--- src/rtl/capture_sink_pkg.sv ---
// Shared definitions for the capture sink and the source-side blocks that
// talk to it.
//   state_e       : 2-bit capture FSM encoding (IDLE, SKIP, CAPTURE, DONE)
//   MODE_ONESHOT  : stop when the buffer is full
//   MODE_WRAP     : keep capturing circularly until stop_sink
package capture_sink_pkg;

    typedef enum logic [1:0] {
        ST_IDLE    = 2'd0,
        ST_SKIP    = 2'd1,
        ST_CAPTURE = 2'd2,
        ST_DONE    = 2'd3
    } state_e;

    localparam int MODE_ONESHOT = 0;
    localparam int MODE_WRAP    = 1;

endpackage : capture_sink_pkg

--- src/rtl/sink_dpram.sv ---
// Simple dual-port RAM: one synchronous write port, one registered read port.
// Read-during-write to the same address returns the old word. Written so a
// vendor RAM macro can replace it without touching the capture logic.
//   clk_i      : clock
//   reset_i    : synchronous active-high, clears only the read register
//   wr_en_i    : write strobe
//   wr_addr_i  : write address
//   wr_data_i  : write data
//   rd_addr_i  : read address (sampled every cycle)
//   rd_data_o  : RAM word at rd_addr_i, one cycle later
module sink_dpram #(
    parameter int DATA_W = 8,
    parameter int ADDR_W = 8,
    parameter int DEPTH  = 16
) (
    input  logic              clk_i,
    input  logic              reset_i,
    input  logic              wr_en_i,
    input  logic [ADDR_W-1:0] wr_addr_i,
    input  logic [DATA_W-1:0] wr_data_i,
    input  logic [ADDR_W-1:0] rd_addr_i,
    output logic [DATA_W-1:0] rd_data_o
);

    // Only the low address bits needed for DEPTH index the array.
    localparam int IDX_W = (DEPTH > 1) ? $clog2(DEPTH) : 1;

    logic [DATA_W-1:0] mem_q [2**IDX_W];
    logic [IDX_W-1:0]  wr_idx;
    logic [IDX_W-1:0]  rd_idx;

    assign wr_idx = wr_addr_i[IDX_W-1:0];
    assign rd_idx = rd_addr_i[IDX_W-1:0];

    generate
        if (IDX_W < ADDR_W) begin : g_upper
            logic unused_addr_bits;
            assign unused_addr_bits = ^{wr_addr_i[ADDR_W-1:IDX_W], rd_addr_i[ADDR_W-1:IDX_W]};
        end
    endgenerate

    // NOTE: the array has no reset; clearing it would prevent RAM inference,
    // and captured data must survive a reset anyway.
    always_ff @(posedge clk_i) begin
        if (wr_en_i) begin
            mem_q[wr_idx] <= wr_data_i;
        end
    end

    // NOTE: non-blocking assignment samples mem_q before this edge's write
    // lands, which is what gives old-data read-during-write behaviour.
    always_ff @(posedge clk_i) begin
        if (reset_i) begin
            rd_data_o <= '0;
        end else begin
            rd_data_o <= mem_q[rd_idx];
        end
    end

endmodule : sink_dpram

--- src/rtl/capture_sink.sv ---
// Capture sink: arms on start_sink, drops SKIP leading valid samples, then
// stores start_write-qualified words into RAM at an incrementing address.
// One-shot mode stops when DEPTH words are written; wrap mode overwrites the
// oldest word and runs until stop_sink.
//   clk, reset            : clock, synchronous active-high reset
//   start_sink/stop_sink  : 1-cycle arm / stop pulses
//   start_write, data_in  : sample valid strobe and sample
//   rd_addr, rd_data      : independent read-back port, 1-cycle latency
//   wr_addr, count        : next write address, words written (saturating)
//   busy, full, done      : SKIP/CAPTURE, DEPTH reached (sticky), DONE
//   overflow              : sticky, write attempted while DONE (one-shot)
module capture_sink
    import capture_sink_pkg::*;
#(
    parameter int DATA_W    = 8,
    parameter int ADDR_W    = 8,
    parameter int DEPTH     = 16,
    parameter int SKIP      = 2,
    parameter int WRAP_MODE = 0
) (
    input  logic              clk,
    input  logic              reset,
    input  logic              start_sink,
    input  logic              stop_sink,
    input  logic              start_write,
    input  logic [DATA_W-1:0] data_in,
    input  logic [ADDR_W-1:0] rd_addr,
    output logic [DATA_W-1:0] rd_data,
    output logic [ADDR_W-1:0] wr_addr,
    output logic [ADDR_W:0]   count,
    output logic              busy,
    output logic              full,
    output logic              done,
    output logic              overflow
);

    localparam int SKIP_W = (SKIP < 1) ? 1 : $clog2(SKIP + 1);
    localparam logic [SKIP_W-1:0] SKIP_LAST  = SKIP_W'((SKIP > 0) ? SKIP - 1 : 0);
    localparam logic [ADDR_W-1:0] DEPTH_LAST = ADDR_W'(DEPTH - 1);
    localparam logic [ADDR_W:0]   DEPTH_CNT  = (ADDR_W + 1)'(DEPTH);

    state_e            state_q, state_d;
    logic [ADDR_W-1:0] wr_addr_q, wr_addr_d;
    logic [ADDR_W:0]   count_q, count_d;
    logic [SKIP_W-1:0] skip_cnt_q, skip_cnt_d;
    logic              full_q, full_d;
    logic              overflow_q, overflow_d;
    logic              busy_q, done_q;
    logic              wren;

    // NOTE: every variable gets its default before the case, so no branch
    // can leave one unassigned and infer a latch.
    always_comb begin
        state_d    = state_q;
        wr_addr_d  = wr_addr_q;
        count_d    = count_q;
        skip_cnt_d = skip_cnt_q;
        full_d     = full_q;
        overflow_d = overflow_q;
        wren       = 1'b0;

        unique case (state_q)
            ST_IDLE, ST_DONE: begin
                // Arming takes priority over a coincident stop or write.
                if (start_sink) begin
                    state_d    = (SKIP == 0) ? ST_CAPTURE : ST_SKIP;
                    wr_addr_d  = '0;
                    count_d    = '0;
                    skip_cnt_d = '0;
                    full_d     = 1'b0;
                    overflow_d = 1'b0;
                end else if (state_q == ST_DONE && start_write && WRAP_MODE == MODE_ONESHOT) begin
                    overflow_d = 1'b1;
                end
            end

            ST_SKIP: begin
                if (stop_sink) begin
                    state_d = ST_DONE;
                end else if (start_write) begin
                    skip_cnt_d = skip_cnt_q + 1'b1;
                    if (skip_cnt_q == SKIP_LAST) begin
                        state_d = ST_CAPTURE;
                    end
                end
            end

            ST_CAPTURE: begin
                if (start_write) begin
                    wren = 1'b1;
                    if (count_q != DEPTH_CNT) begin
                        count_d = count_q + 1'b1;
                    end
                    if (wr_addr_q == DEPTH_LAST) begin
                        full_d = 1'b1;
                        if (WRAP_MODE == MODE_WRAP) begin
                            wr_addr_d = '0;
                        end else begin
                            state_d = ST_DONE;
                        end
                    end else begin
                        wr_addr_d = wr_addr_q + 1'b1;
                    end
                end
                // A write in the stop cycle has already been taken above.
                if (stop_sink) begin
                    state_d = ST_DONE;
                end
            end

            default: state_d = ST_IDLE;
        endcase
    end

    always_ff @(posedge clk) begin
        if (reset) begin
            state_q    <= ST_IDLE;
            wr_addr_q  <= '0;
            count_q    <= '0;
            skip_cnt_q <= '0;
            full_q     <= 1'b0;
            overflow_q <= 1'b0;
            busy_q     <= 1'b0;
            done_q     <= 1'b0;
        end else begin
            state_q    <= state_d;
            wr_addr_q  <= wr_addr_d;
            count_q    <= count_d;
            skip_cnt_q <= skip_cnt_d;
            full_q     <= full_d;
            overflow_q <= overflow_d;
            // Status flags are registered from the next state so they are
            // flop outputs aligned with state_q.
            busy_q     <= (state_d == ST_SKIP) || (state_d == ST_CAPTURE);
            done_q     <= (state_d == ST_DONE);
        end
    end

    sink_dpram #(
        .DATA_W (DATA_W),
        .ADDR_W (ADDR_W),
        .DEPTH  (DEPTH)
    ) u_ram (
        .clk_i     (clk),
        .reset_i   (reset),
        .wr_en_i   (wren),
        .wr_addr_i (wr_addr_q),
        .wr_data_i (data_in),
        .rd_addr_i (rd_addr),
        .rd_data_o (rd_data)
    );

    assign wr_addr  = wr_addr_q;
    assign count    = count_q;
    assign busy     = busy_q;
    assign full     = full_q;
    assign done     = done_q;
    assign overflow = overflow_q;

endmodule : capture_sink

--- config.mk ---
export PLATFORM = sky130hd
export DESIGN_NAME = capture_sink
export DESIGN_NICKNAME = d
export VERILOG_FILES = /design/src/rtl/capture_sink_pkg.sv /design/src/rtl/sink_dpram.sv /design/src/rtl/capture_sink.sv
export SDC_FILE = /design/constraint.sdc
export NUM_CORES = 1
export LEC_CHECK = 0
export BUFFER_PORTS_ARGS = -buffer_cell sky130_fd_sc_hd__buf_2
export CAP_MARGIN = 25
export CORE_MARGIN = 4
export CORE_UTILIZATION = 50
export CTS_CLUSTER_SIZE = 40
export DETAILED_ROUTE_END_ITERATION = 16
export PLACE_DENSITY = 0.75
export SYNTH_ARGS = -nofsm -noshare
export SYNTH_HDL_FRONTEND = slang
export SYNTH_HIERARCHICAL = 1
export SYNTH_SLANG_ARGS = --single-unit
--- constraint.sdc ---
create_clock -name clk -period 2.2 [get_ports clk]
set_input_delay 0.11 -clock clk [delete_from_list [all_inputs] [get_ports clk]]
set_output_delay 0.11 -clock clk [all_outputs]
set_load 0.01 [all_outputs]
==> results of run 1 <==
[worst max-delay path: stages, from the launching register on]
cell,delay [ps]
dfxtp_1,400
inv_1,60
ha_1,500
mux2_4,250
nand2_2,130
or4_1,500
a21oi_1,170
[path summary, 6_finish.rpt]
check	endpoint	depth (start not counted)
worst min register to register	full	1
worst max-delay path	wr_addr[2]	6
worst max register to register	wr_addr[2]	6
worst min-delay path	u_ram/mem_q[12][0]	1
[metrics by stage]
| stage | setup WS, ps | hold WS (ps) |
|---|---|---|
| 2_1_floorplan | 11.3 | 206 |
| 3_3_place_gp | 160 | 388 |
| 3_5_place_dp | 126 | 390 |
| 4_1_cts | 93.5 | 61.9 |
| 5_1_grt | 19.0 | 68.4 |
| 6_report | 124 | 72.9 |
[cell type report]
cell class	instances	area, um2	share of cell area
Tap cell	172	215	0.0279
Inverter	7	26.3	0.00341
Multi-Input combinational cell	227	1980	0.256
Clock inverter	11	80.1	0.0104
Clock buffer	21	470	0.0610
Timing Repair Buffer	71	435	0.0565
Sequential cell	161	4500	0.584
[per-layer routing]
metal  part of all wire  wire length (um)  GRT usage
met1               0.43              5630      0.238
met2               0.50              6580      0.306
met3              0.056               736     0.0526
met4              0.016               211     0.0671
met5                  0                 0          0
[what timing repair did]
item                       in CTS  in global routing
setup endpoints to repair       0                  3
hold buffers                    1                  0
hold endpoints to repair        1                  0
resized for setup               0                  1
[synthesized netlist by cell type, drive strengths merged, types with 7 or more instances]
cell    count
nand3       7
nand2b      8
inv         7
dfxtp      33
a21oi      14
buf        13
ha          8
nand2      13
nor2       25
nor2b       7
edfxtp    128
mux2i      29
o21ai      17
clkbuf      7
mux4       22
[state kept, by name, indices dropped and copies added (netlist names)]
register         flops
busy                 1
count                9
done                 1
full                 1
overflow             1
skip_cnt_q           2
state_q              2
u_ram/mem_q        128
u_ram/rd_data_o      8
wr_addr              8
[cells by family after synthesis]
group / count (synthesis) / synth area share
compound gates: 56 / 0.0563
xor+xnor: 6 / 0.00791
fa+ha+maj: 8 / 0.0151
buf+inv: 27 / 0.0258
flops: 161 / 0.678
mux: 52 / 0.129
simple gates: 105 / 0.0878
[report_power, final]
part	switching (mW)	internal [mW]
clock	1.15	1.53
combinational	0.501	0.358
sequential	0.0507	3.36
total	1.70	5.25
==> flow_metrics.py, run 1 <==
metrics = {
    "run_status": {
        "outcome": "finished clean",
    },
    "cts": {
        "cts-root-buf": "clkbuf_16",
        "cts.sinks": 161,
        "h-tree-depth": 4,
        "clock_latency_ps": 420,
        "path_clk_slew_ps": 60,
        "cts_setup_buffers": 0,
        "clock_path_buffers": 2,
        "cts_buffers": 17,
        "cts_tree": "yes",
    },
    "die": {
        "die_h_um": 123,
        "dieWidth_um": 123,
        "rows": 41,
        "start_util": 0.518,
        "coreArea_um2": 12800,
        "dieArea_um2": 15200,
        "num_io_pins": 50,
    },
    "cells_and_area": {
        "layout-drive-gt1-share": 0.239,
        "fillers": 984,
        "final_cell_mix": "edfxtp_1 (128), buf_2 (45), dfxtp_1 (33), mux2i_1 (28), nor2_1 (25)",
        "stdcell_count": 670,
        "nets": 514,
        "post-route-cell-area_um2": 7710,
        "final_common_cell": "edfxtp_1",
        "final_core_util": 0.601,
        "syn2layout_area_growth_pct": 16.0,
        "antennaDiodeCount": 0,
    },
    "logic_synthesis": {
        "ys_ff_latch": 161,
        "yosysSeqAreaShare": 0.678,
        "yosys_warnings": 6,
        "synth_cell_types": 55,
        "synth_top_area_share": 0.579,
        "avgSynthCellArea_um2": 16.0,
        "syn-num-nets": 444,
        "ys.flop_type": "edfxtp_1",
        "synth-edff-count": 128,
        "async_reset_ff_frac": 0,
        "synth_cells": 415,
        "yosys.area.top_type": "edfxtp_1",
        "synth_area_um2": 6640,
        "synth_area_leaders": "edfxtp_1 (58%), dfxtp_1 (9.9%), mux4_1 (5.9%)",
    },
    "worst_setup_path": {
        "crit_required_ps": 2550,
        "critPathMaxFanout": 11,
        "worstSetupPathType": "reg2reg",
        "rr_startpoint": "state_q[0]",
        "crit_start": "state_q[0]",
        "worst_setup_path_start_kind": "flop",
        "endpoint_kind": "flop",
        "critPathArrivalTime_ps": 2420,
        "r2r_slack_ps": 120,
    },
    "placement": {
        "placed_cell_area_um2": 7140,
        "place_congestion": 0.863,
        "placement.io_buffers": 45,
        "dpl.hpwl_mm": 8.56,
        "dp.cells": 637,
    },
    "detailed_routing": {
        "viasPerCell": 5.77,
        "drc": 0,
        "vias": 3869,
        "postRouteAntennaNets": 0,
        "wl_per_cell_um": 19.6,
        "wirelength_mm": 13.2,
        "drtIter0Drc": 211,
        "drt-pass1-iter-count": 4,
    },
    "min_path": {
        "hp-class": "in2reg",
        "hold_path.startpoint": "data_in[0]",
    },
    "pwr": {
        "peakVddDrop_mv": 0.718,
        "finalPower_mw": 6.95,
        "power_density_nw_per_um2": 902,
        "p_leak_nw": 2.74,
    },
    "grt": {
        "first_global_vias": 3894,
        "grt_overflow_total": 0,
        "antenna_found_initial": 0,
        "grt_max_degree": 32,
        "grtUsageTotal": 0.187,
        "grt_pass1_wl_mm": 20.7,
    },
    "timing": {
        "clock_skew_ps": 6.42,
        "maxSlewViolCount": 0,
        "worst_pin_slew_ps": 525,
        "fin_crit_sh": 0.944,
        "fin_setup_tns_ps": 0,
        "finalSetupViolations": 0,
        "rsz0062_at_grt": "false",
        "finalCriticalPeriod_ps": 2080,
        "fmaxAchievable_mhz": 482,
        "slew_headroom": 0.650,
        "finalHoldViolations": 0,
    },
    "run": {
        "cap_violations": 0,
    },
}
Note: power is estimated with default switching activity, not from simulation.
==> run 2, diff against run 1 <==
REMOVE_ABC_BUFFERS = 1   (was default)
==> run 2 against run 1 <==
  * Die area unchanged
  * Global-route usage increased by 0.75 points
  * Register-to-register slack improved by 110 ps
  * Via count decreased by 0.23%
  * Largest power group unchanged
  * Utilization increased by 0.64 points
  * Combinational power increased by 3.5%
  * Sequential share of layout area decreased by 0.62 points
  * Sequential power about the same
  * First-iteration DRC count increased by 72%
==> flow_metrics.py, run 2 (synthesis gave the netlist of run 1 again) <==
metrics = {
    "cts": {
        "cts_tree": "yes",
        "cts.sinks": 161,
        "path_clk_slew_ps": 60,
        "cts_buffers": 17,
        "h-tree-depth": 4,
        "clock_path_buffers": 2,
        "clock_latency_ps": 410,
        "cts-root-buf": "clkbuf_16",
    },
    "cells_and_area": {
        "layout-drive-gt1-share": 0.240,
        "top_register": "u_ram/mem_q",
        "final_cell_mix": "edfxtp_1 (128), buf_2 (45), dfxtp_1 (33), mux2i_1 (29), buf_4 (26)",
        "post-route-cell-area_um2": 7790,
        "largest_reg_flops": 128,
        "syn2layout_area_growth_pct": 17.3,
        "final_common_cell": "edfxtp_1",
        "antennaDiodeCount": 0,
        "nets": 516,
    },
    "placement": {
        "place_congestion": 0.888,
        "pre_cts_ws_ps": 252,
        "placement.io_buffers": 45,
        "dpl.hpwl_mm": 8.79,
        "placed_cell_area_um2": 7150,
    },
    "run_status": {
        "outcome": "finished clean",
    },
    "die": {
        "coreArea_um2": 12800,
        "dieWidth_um": 123,
        "start_util": 0.518,
        "die_h_um": 123,
        "num_io_pins": 50,
        "dieArea_um2": 15200,
        "rows": 41,
    },
    "grt": {
        "grt_max_degree": 43,
        "grt_pass1_wl_mm": 21.6,
        "grtUsageTotal": 0.194,
        "grt_overflow_total": 0,
        "antenna_found_initial": 0,
        "first_global_vias": 3904,
    },
    "timing": {
        "fin_setup_tns_ps": 0,
        "fin_crit_sh": 0.894,
        "rsz0062_at_grt": "false",
        "finalHoldViolations": 0,
        "maxSlewViolCount": 0,
        "clock_skew_ps": 4.59,
        "setup_ws_ps": 233,
        "worst_pin_slew_ps": 489,
        "fmaxAchievable_mhz": 508,
        "finalCriticalPeriod_ps": 1970,
        "slew_headroom": 0.673,
        "finalSetupViolations": 0,
    },
    "worst_setup_path": {
        "crit_required_ps": 2560,
        "worstSetupPathType": "reg2reg",
        "critPathMaxFanout": 5,
        "worst_setup_path_start_kind": "flop",
        "critPathArrivalTime_ps": 2320,
        "endpoint_kind": "flop",
    },
    "pwr": {
        "peakVddDrop_mv": 0.435,
        "finalPower_mw": 7.23,
        "power_density_nw_per_um2": 929,
        "p_leak_nw": 2.80,
    },
    "detailed_routing": {
        "viasPerCell": 5.74,
        "postRouteAntennaNets": 0,
        "wl_per_cell_um": 20.2,
        "drt-pass1-iter-count": 5,
        "drtIter0Drc": 362,
        "vias": 3860,
        "wl_met3_um": 796,
        "routed.top_layer": "met4",
        "wl_met2_mm": 6.67,
        "drc": 0,
        "routedLengthMet1_mm": 5.84,
        "wirelength_mm": 13.6,
    },
    "run": {
        "cap_violations": 0,
    },
    "min_path": {
        "hp-class": "in2reg",
    },
}
-- run 2: critical path: stages (launching register included) --
cell     delay (ps)
dfxtp_1         400
inv_1            60
ha_1            350
and3b_1         230
or2_0           290
or4_1           490
nand2_1          80
-- run 2: timing repair --
item | in CTS | in global routing
setup buffers | 0 | 0
gates resized for setup | 0 | 0
endpoints found under the hold margin | 1 | 0
hold buffers | 1 | 0
setup endpoints to repair | 0 | 0
-- run 2: report_power, final --
part | switching, mW | total (mW) | leakage [nW] | internal (mW)
combinational | 0.508 | 0.890 | 1.07 | 0.381
clock | 1.12 | 2.94 | 0.305 | 1.81
sequential | 0.0486 | 3.41 | 1.42 | 3.36
total | 1.68 | 7.23 | 2.80 | 5.55
-- run 2: routing by layer --
layer / vias to the layer above / GRT usage
met1: 1909 / 0.264
met3: 21 / 0.0329
li1: 1789 / -
met5: - / 0
met4: 0 / 0.0768
met2: 141 / 0.314
-- run 2: path summary, 6_finish.rpt --
path,startpoint,end,slack [ps],depth (start not counted)
max,state_q[0],wr_addr[6],230,6
min,rd_addr[3],u_ram/rd_data_o[7],80,4
max reg2reg,state_q[0],wr_addr[6],230,6
min reg2reg,full,full,470,1
-- run 2: metrics by stage --
step	cells	utilization	hold slack [ps]
floorplan	395	-	179
global placement	639	0.558	394
detailed placement	639	0.558	417
CTS	672	0.607	53.8
global route	672	0.607	83.9
finish	672	0.607	75.7
-- run 2: final cells by class --
cell class	count	area, um2
clock buffers	24	567
clock inverters	8	60.1
well taps	172	215
flip-flops and latches	161	4500
repair buffers	73	450
inverters	7	26.3
fillers	935	5030
multi-input cells	227	1970
